[src/rtl/multicycle_ctrl_pkg.sv]
// Shared RISC-V control definitions: FSM states, opcode constants, instruction
// classes, fault codes and the bundled control-output struct.
package multicycle_ctrl_pkg;

    typedef enum logic [2:0] {
        ST_IDLE,
        ST_FETCH,
        ST_DECODE,
        ST_EXEC,
        ST_MEM,
        ST_WB,
        ST_FAULT
    } state_e;

    typedef enum logic [3:0] {
        CLS_R,
        CLS_I,
        CLS_LOAD,
        CLS_STORE,
        CLS_BRANCH,
        CLS_JAL,
        CLS_JALR,
        CLS_LUI,
        CLS_AUIPC,
        CLS_ILLEGAL
    } cls_e;

    localparam logic [6:0] OP_R      = 7'b0110011;
    localparam logic [6:0] OP_I      = 7'b0010011;
    localparam logic [6:0] OP_LOAD   = 7'b0000011;
    localparam logic [6:0] OP_STORE  = 7'b0100011;
    localparam logic [6:0] OP_BRANCH = 7'b1100011;
    localparam logic [6:0] OP_JAL    = 7'b1101111;
    localparam logic [6:0] OP_JALR   = 7'b1100111;
    localparam logic [6:0] OP_LUI    = 7'b0110111;
    localparam logic [6:0] OP_AUIPC  = 7'b0010111;

    localparam logic [1:0] FC_NONE    = 2'b00;
    localparam logic [1:0] FC_ILLEGAL = 2'b01;
    localparam logic [1:0] FC_IMEM    = 2'b10;
    localparam logic [1:0] FC_DMEM    = 2'b11;

    localparam logic [1:0] PCS_PLUS4 = 2'b00;
    localparam logic [1:0] PCS_IMM   = 2'b01;
    localparam logic [1:0] PCS_REG   = 2'b10;

    typedef struct packed {
        logic       imem_req;
        logic       dmem_req;
        logic       dmem_we;
        logic       ir_we;
        logic       pc_we;
        logic [1:0] pc_sel;
        logic       reg_write;
        logic       mem_to_reg;
        logic       instr_done;
        logic       fault;
    } ctrl_t;

endpackage

[src/rtl/multicycle_ctrl_if.sv]
// Controller <-> datapath/memory bundle; master is the controller side.
interface multicycle_ctrl_if;
    logic       run;
    logic [6:0] opcode;
    logic       branch_taken;
    logic       imem_ready;
    logic       dmem_ready;
    logic       imem_req;
    logic       dmem_req;
    logic       dmem_we;
    logic       ir_we;
    logic       pc_we;
    logic [1:0] pc_sel;
    logic       reg_write;
    logic       mem_to_reg;
    logic       instr_done;
    logic       fault;
    logic [1:0] fault_code;

    modport master (
        input  run, opcode, branch_taken, imem_ready, dmem_ready,
        output imem_req, dmem_req, dmem_we, ir_we, pc_we, pc_sel,
               reg_write, mem_to_reg, instr_done, fault, fault_code
    );

    modport slave (
        output run, opcode, branch_taken, imem_ready, dmem_ready,
        input  imem_req, dmem_req, dmem_we, ir_we, pc_we, pc_sel,
               reg_write, mem_to_reg, instr_done, fault, fault_code
    );
endinterface

[src/rtl/multicycle_ctrl_opcode_class.sv]
// Combinational RV32I major-opcode classifier.
module opcode_class
    import multicycle_ctrl_pkg::*;
(
    input  logic [6:0] i_opcode,
    output cls_e       o_cls
);

    always_comb begin
        o_cls = CLS_ILLEGAL;
        case (i_opcode)
            OP_R:      o_cls = CLS_R;
            OP_I:      o_cls = CLS_I;
            OP_LOAD:   o_cls = CLS_LOAD;
            OP_STORE:  o_cls = CLS_STORE;
            OP_BRANCH: o_cls = CLS_BRANCH;
            OP_JAL:    o_cls = CLS_JAL;
            OP_JALR:   o_cls = CLS_JALR;
            OP_LUI:    o_cls = CLS_LUI;
            OP_AUIPC:  o_cls = CLS_AUIPC;
            default:   o_cls = CLS_ILLEGAL;
        endcase
    end

endmodule

[src/rtl/multicycle_ctrl.sv]
// Multicycle RISC-V control FSM with fetch/data-memory wait timeout and sticky fault.
module multicycle_ctrl
    import multicycle_ctrl_pkg::*;
#(
    parameter int TIMEOUT = 16
)
(
    input  logic              clk,
    input  logic              rst_n,
    multicycle_ctrl_if.master bus
);

    localparam int CW = $clog2(TIMEOUT + 1);

    state_e        r_state;
    state_e        w_state_nxt;
    state_e        w_boundary;
    cls_e          r_cls;
    cls_e          w_cls;
    logic [1:0]    r_fault_code;
    logic [1:0]    w_fault_code_nxt;
    logic [CW-1:0] r_wait_cnt;
    logic          w_ready;
    logic          w_waiting;
    logic          w_expired;
    ctrl_t         w_ctrl;

    opcode_class u_opcode_class (
        .i_opcode (bus.opcode),
        .o_cls    (w_cls)
    );

    assign w_boundary = bus.run ? ST_FETCH : ST_IDLE;
    assign w_ready    = (r_state == ST_FETCH) ? bus.imem_ready : bus.dmem_ready;
    assign w_waiting  = ((r_state == ST_FETCH) || (r_state == ST_MEM)) && !w_ready;
    // Last permitted wait cycle; a ready arriving in this same cycle still wins.
    assign w_expired  = w_waiting && (r_wait_cnt == CW'(TIMEOUT - 1));

    always_ff @(posedge clk or negedge rst_n) begin
        if (!rst_n) begin
            r_state      <= ST_IDLE;
            r_cls        <= CLS_R;
            r_fault_code <= FC_NONE;
            r_wait_cnt   <= '0;
        end else begin
            r_state      <= w_state_nxt;
            r_fault_code <= w_fault_code_nxt;
            r_wait_cnt   <= w_waiting ? r_wait_cnt + 1'b1 : '0;
            if (r_state == ST_DECODE)
                r_cls <= w_cls;
        end
    end

    always_comb begin
        w_state_nxt      = r_state;
        w_fault_code_nxt = r_fault_code;
        case (r_state)
            ST_IDLE:   w_state_nxt = w_boundary;
            ST_FETCH: begin
                if (bus.imem_ready) begin
                    w_state_nxt = ST_DECODE;
                end else if (w_expired) begin
                    w_state_nxt      = ST_FAULT;
                    w_fault_code_nxt = FC_IMEM;
                end
            end
            ST_DECODE: begin
                if (w_cls == CLS_ILLEGAL) begin
                    w_state_nxt      = ST_FAULT;
                    w_fault_code_nxt = FC_ILLEGAL;
                end else begin
                    w_state_nxt = ST_EXEC;
                end
            end
            ST_EXEC: begin
                case (r_cls)
                    CLS_LOAD, CLS_STORE:           w_state_nxt = ST_MEM;
                    CLS_BRANCH, CLS_JAL, CLS_JALR: w_state_nxt = w_boundary;
                    default:                       w_state_nxt = ST_WB;
                endcase
            end
            ST_MEM: begin
                if (bus.dmem_ready) begin
                    w_state_nxt = (r_cls == CLS_STORE) ? w_boundary : ST_WB;
                end else if (w_expired) begin
                    w_state_nxt      = ST_FAULT;
                    w_fault_code_nxt = FC_DMEM;
                end
            end
            ST_WB:     w_state_nxt = w_boundary;
            ST_FAULT:  w_state_nxt = ST_FAULT;
            default:   w_state_nxt = ST_IDLE;
        endcase
    end

    always_comb begin
        w_ctrl = '0;
        case (r_state)
            ST_FETCH: begin
                w_ctrl.imem_req = 1'b1;
                w_ctrl.ir_we    = bus.imem_ready;
            end
            ST_EXEC: begin
                case (r_cls)
                    CLS_BRANCH: begin
                        w_ctrl.pc_we      = 1'b1;
                        w_ctrl.pc_sel     = bus.branch_taken ? PCS_IMM : PCS_PLUS4;
                        w_ctrl.instr_done = 1'b1;
                    end
                    CLS_JAL, CLS_JALR: begin
                        w_ctrl.reg_write  = 1'b1;
                        w_ctrl.pc_we      = 1'b1;
                        w_ctrl.pc_sel     = (r_cls == CLS_JAL) ? PCS_IMM : PCS_REG;
                        w_ctrl.instr_done = 1'b1;
                    end
                    default: ;
                endcase
            end
            ST_MEM: begin
                w_ctrl.dmem_req = 1'b1;
                w_ctrl.dmem_we  = (r_cls == CLS_STORE);
                if (bus.dmem_ready && (r_cls == CLS_STORE)) begin
                    w_ctrl.pc_we      = 1'b1;
                    w_ctrl.pc_sel     = PCS_PLUS4;
                    w_ctrl.instr_done = 1'b1;
                end
            end
            ST_WB: begin
                w_ctrl.reg_write  = 1'b1;
                w_ctrl.mem_to_reg = (r_cls == CLS_LOAD);
                w_ctrl.pc_we      = 1'b1;
                w_ctrl.pc_sel     = PCS_PLUS4;
                w_ctrl.instr_done = 1'b1;
            end
            ST_FAULT:  w_ctrl.fault = 1'b1;
            default: ;
        endcase
    end

    assign bus.imem_req   = w_ctrl.imem_req;
    assign bus.dmem_req   = w_ctrl.dmem_req;
    assign bus.dmem_we    = w_ctrl.dmem_we;
    assign bus.ir_we      = w_ctrl.ir_we;
    assign bus.pc_we      = w_ctrl.pc_we;
    assign bus.pc_sel     = w_ctrl.pc_sel;
    assign bus.reg_write  = w_ctrl.reg_write;
    assign bus.mem_to_reg = w_ctrl.mem_to_reg;
    assign bus.instr_done = w_ctrl.instr_done;
    assign bus.fault      = w_ctrl.fault;
    assign bus.fault_code = r_fault_code;

endmodule

[src/flat_wrapper.sv]
// flat-port wrapper written by rule: the top's interface ports become plain ports
module multicycle_ctrl_flat import multicycle_ctrl_pkg::*;
#(
    parameter int TIMEOUT = 16
)
  (clk, rst_n, bus_run, bus_opcode, bus_branch_taken, bus_imem_ready, bus_dmem_ready, bus_imem_req, bus_dmem_req, bus_dmem_we, bus_ir_we, bus_pc_we, bus_pc_sel, bus_reg_write, bus_mem_to_reg, bus_instr_done, bus_fault, bus_fault_code);
  multicycle_ctrl_if bus_i ();
  input  logic clk;
  input  logic rst_n;
  input wire logic [$bits(bus_i.run)-1:0] bus_run;
  input wire logic [$bits(bus_i.opcode)-1:0] bus_opcode;
  input wire logic [$bits(bus_i.branch_taken)-1:0] bus_branch_taken;
  input wire logic [$bits(bus_i.imem_ready)-1:0] bus_imem_ready;
  input wire logic [$bits(bus_i.dmem_ready)-1:0] bus_dmem_ready;
  output wire logic [$bits(bus_i.imem_req)-1:0] bus_imem_req;
  output wire logic [$bits(bus_i.dmem_req)-1:0] bus_dmem_req;
  output wire logic [$bits(bus_i.dmem_we)-1:0] bus_dmem_we;
  output wire logic [$bits(bus_i.ir_we)-1:0] bus_ir_we;
  output wire logic [$bits(bus_i.pc_we)-1:0] bus_pc_we;
  output wire logic [$bits(bus_i.pc_sel)-1:0] bus_pc_sel;
  output wire logic [$bits(bus_i.reg_write)-1:0] bus_reg_write;
  output wire logic [$bits(bus_i.mem_to_reg)-1:0] bus_mem_to_reg;
  output wire logic [$bits(bus_i.instr_done)-1:0] bus_instr_done;
  output wire logic [$bits(bus_i.fault)-1:0] bus_fault;
  output wire logic [$bits(bus_i.fault_code)-1:0] bus_fault_code;
  assign bus_i.run = bus_run;
  assign bus_i.opcode = bus_opcode;
  assign bus_i.branch_taken = bus_branch_taken;
  assign bus_i.imem_ready = bus_imem_ready;
  assign bus_i.dmem_ready = bus_dmem_ready;
  assign bus_imem_req = bus_i.imem_req;
  assign bus_dmem_req = bus_i.dmem_req;
  assign bus_dmem_we = bus_i.dmem_we;
  assign bus_ir_we = bus_i.ir_we;
  assign bus_pc_we = bus_i.pc_we;
  assign bus_pc_sel = bus_i.pc_sel;
  assign bus_reg_write = bus_i.reg_write;
  assign bus_mem_to_reg = bus_i.mem_to_reg;
  assign bus_instr_done = bus_i.instr_done;
  assign bus_fault = bus_i.fault;
  assign bus_fault_code = bus_i.fault_code;
  multicycle_ctrl #(.TIMEOUT(TIMEOUT)) u_core (.clk(clk), .rst_n(rst_n), .bus(bus_i));
endmodule
[config.mk]
export PLATFORM = sky130hd
export DESIGN_NAME = multicycle_ctrl_flat
export DESIGN_NICKNAME = d
export VERILOG_FILES = /design/src/rtl/multicycle_ctrl_pkg.sv /design/src/rtl/multicycle_ctrl_if.sv /design/src/rtl/multicycle_ctrl_opcode_class.sv /design/src/rtl/multicycle_ctrl.sv /design/src/flat_wrapper.sv
export SDC_FILE = /design/constraint.sdc
export NUM_CORES = 1
export LEC_CHECK = 0
export ABC_AREA = 1
export CORE_AREA = 2 2 56 68
export DETAILED_ROUTE_END_ITERATION = 12
export DIE_AREA = 0 0 58 70
export GPL_ROUTABILITY_DRIVEN = 0
export PLACE_DENSITY = 0.6
export SLEW_MARGIN = 20
export SYNTH_ARGS = -nofsm -noshare
export SYNTH_HDL_FRONTEND = slang
export SYNTH_SLANG_ARGS = --single-unit
[constraint.sdc]
create_clock -name clk -period 1.7 [get_ports clk]
set_input_delay 0.255 -clock clk [delete_from_list [all_inputs] [get_ports clk]]
set_output_delay 0.255 -clock clk [all_outputs]
set_load 0.05 [all_outputs]
==> out/qor.txt <==
worst skew pair latency: 0.25 ns
placed instance area: 1470 sq um
starting density of the core: 28.2%
status: finished, violations left
WL/cell: 10.2 um
Arrival @ worst endpoint: 1.48 ns
register area share after synthesis: 35.7%
failing checks: setup timing
pwr dens: 1340 nW/um^2
Post-Synthesis Cells: 147
Nets: 211
clock buffer depth: 2
HPWL after detailed placement: 1800 um
largest net degree at the start of global routing: 9
area leader, netlist: dfrtp_1
ys flop type: dfrtp_1
pre-CTS setup slack: 0.0315 ns
vias: 1049
max_slew headroom: 72.5%
smallest hold slack: 0.274 ns
Initial DRC Count: 17
drt pass-1 iters: 4
die width: 58 um
share of post-route cells with drive strength above 1: 34.4%
unique cell type count in the Yosys netlist: 23
CTS Buf Count: 3
total die area: 4060 sq um
DR DRC count: 0
All-Layer GR Usage: 12.1%
Core Util, Final: 48.0%
GR Util met2: 20.6%
Setup crit end kind: output port
Layout area overhead: 70.1%
Reg clk slew, reported paths: 0.06 ns
IO Port Bufs: 25
Slew @ Worst Pin: 0.411 ns
Synth top area share: 35.7%
die height: 70 um
clk_skew: 0.000799 ns
count leader, synth: nand2_1
RSZ-0062 raised after global routing: true
Synth Register Bits: 14
vias per inst: 4.48
setup TNS: -0.0454 ns
Final Non-Filler Cells: 234
met1 Use GR: 14.1%
Async SR Flop Fraction: 100%
Crit Path Max Fanout: 4
antenna violations before repair: 0
final instance area: 1670 sq um
Critical Path Start Type: flop
Design Power: 2.24 mW
Crit-path slowest cell: dfrtp_1
Boundary Pins: 26
Core Box Area: 3480 sq um
min Tclk post-route: 1.74 ns
DP Cell Count: 218
max-cap viol count: 0
Max Slew Vio Count: 0
Mapped Nets: 162
final number of setup-violating endpoints: 2
busiest grt layer: met2
final critical-path share of the clock period: 102%
Post-synth top cells: nand2_1 (42), nor2_1 (19), inv_1 (18), dfrtp_1 (14), nand3_1 (9)
Max Fclk: 0.576 GHz
Min-Delay Path Class: input port to async pin
Core Rows: 24
FILL cells: 346
Required @ worst endpoint: 1.44 ns
Root Buffer: clkbuf_8
htree depth: 1
critical path cell sequence: inv_2 -> nand2_4 -> nor2_4 -> inv_2 -> o211ai_1 -> clkbuf_16
CTS tree: done
Leakage Power: 0.794 nW
vias in the first global route: 969
synthesized area: 982 sq um
Crit Path Class: flop to output port
Area contributors post-synth: dfrtp_1 (36%), nand2_1 (16%), nor2_1 (7.3%), inv_1 (6.9%), nand3_1 (4.6%)
CTS Hold Bufs: 0
synth warn: 0
final worst slack: -0.0372 ns
maximum VDD drop: 0.000827 V
Syn Area/Cell: 6.68 sq um
clock sink count: 14
Final Hold Vio Count: 0
first-pass GRT wire length: 3840 um
met3 Resource Use GR: 0.741%
Overflow after GRT: 0
most frequent cell on the critical path: inv_2
EDFF count, synth: 0
ant diodes: 0
crit-path max cell delay: 0.39 ns
ANT nets after route: 0
Total Wirelength: 2390 um
repair_timing:
item | 4_1_cts | 5_1_grt
resized for setup | 10 | 6
buffers inserted | 7 | 5
pin swaps | 5 | 7
cloned | 0 | 0
setup endpoints to repair | 7 | 7
endpoints found under the hold margin | 0 | 0
worst max-delay path, delay by kind of cell (launching register included):
family / cells / cell delay (ns)
and+or+nand+nor: 2 / 0.16
buffers and inverters: 3 / 0.42
AOI/OAI and AO/OA: 1 / 0.27
DFF: 1 / 0.39
power breakdown:
part / switching, mW / leakage, nW / internal [mW]
sequential: 0.104 / 0.181 / 0.437
clock: 0.121 / 0.0288 / 0.205
combinational: 0.762 / 0.584 / 0.614
layout by cell type (no fill, tap or decap), types with 2 or more instances in the layout:
cell type        instances
nand2_1                 41
clkbuf_16                2
nand2_4                  2
nor2_1                  15
inv_1                   17
inv_2                    5
nor2_2                   6
buf_12                   9
buf_4                   21
o211ai_1                 3
clkdlybuf4s50_1         12
nand4_1                  3
dfrtp_2                  3
dfrtp_1                 11
nand3_2                  2
nor4_4                   2
clkbuf_8                 4
nand3_1                  7
nand2_2                  5
o21ai_2                  2
o21ai_0                  8
a21oi_1                  4
ha_1                     2
final timing paths:
kind / endpoint / slack [ns] / start / depth (start not counted)
hold reg to reg: u_core.r_wait_cnt[0]$_DFF_PN0_ / 0.46 / u_core.r_wait_cnt[0]$_DFF_PN0_ / 1
setup / recovery: bus_pc_we / -0.04 / u_core.r_state[1]$_DFF_PN0_ / 6
setup reg to reg: u_core.bus.fault_code[1]$_DFFE_PN0P_ / 0.18 / u_core.r_state[1]$_DFF_PN0_ / 10
hold / removal: u_core.r_wait_cnt[3]$_DFF_PN0_ / 0.27 / rst_n / 1
max in group asynchronous: u_core.r_cls[3]$_DFFE_PN0N_ / 0.99 / rst_n / 2
min in group clk: u_core.r_wait_cnt[0]$_DFF_PN0_ / 0.46 / u_core.r_wait_cnt[0]$_DFF_PN0_ / 1
layer usage:
| metal | up-vias | wire, um |
|---|---|---|
| met5 | - | 0 |
| met3 | 4 | 58 |
| met1 | 459 | 1030 |
| met2 | 20 | 1260 |
| met4 | 0 | 44 |
| li1 | 566 | - |
logic make-up after synthesis:
group | Yosys count | share of synthesized area (%)
flip-flops | 14 | 35.7
buffers and inverters | 23 | 9.30
AO/OA/AOI/OAI | 19 | 11.1
adder cells (fa/ha/maj) | 2 | 2.55
XOR/XNOR | 1 | 0.892
AND/OR/NAND/NOR | 88 | 40.5
registers in the layout, indices dropped and copies added, names as in the netlist:
name                   count
u_core.bus.fault_code      2
u_core.r_cls               4
u_core.r_state             3
u_core.r_wait_cnt          5
area by class of cell:
cell class / instances / area (sq um) / area share (%)
tap: 39 / 48.8 / 2.92
inverter: 23 / 91.3 / 5.47
sequential: 14 / 354 / 21.2
timing repair buffer: 44 / 508 / 30.4
multi-input combinational: 110 / 613 / 36.7
clock buffer: 4 / 55.1 / 3.30
No activity file was read; power rests on OpenSTA's default activity.
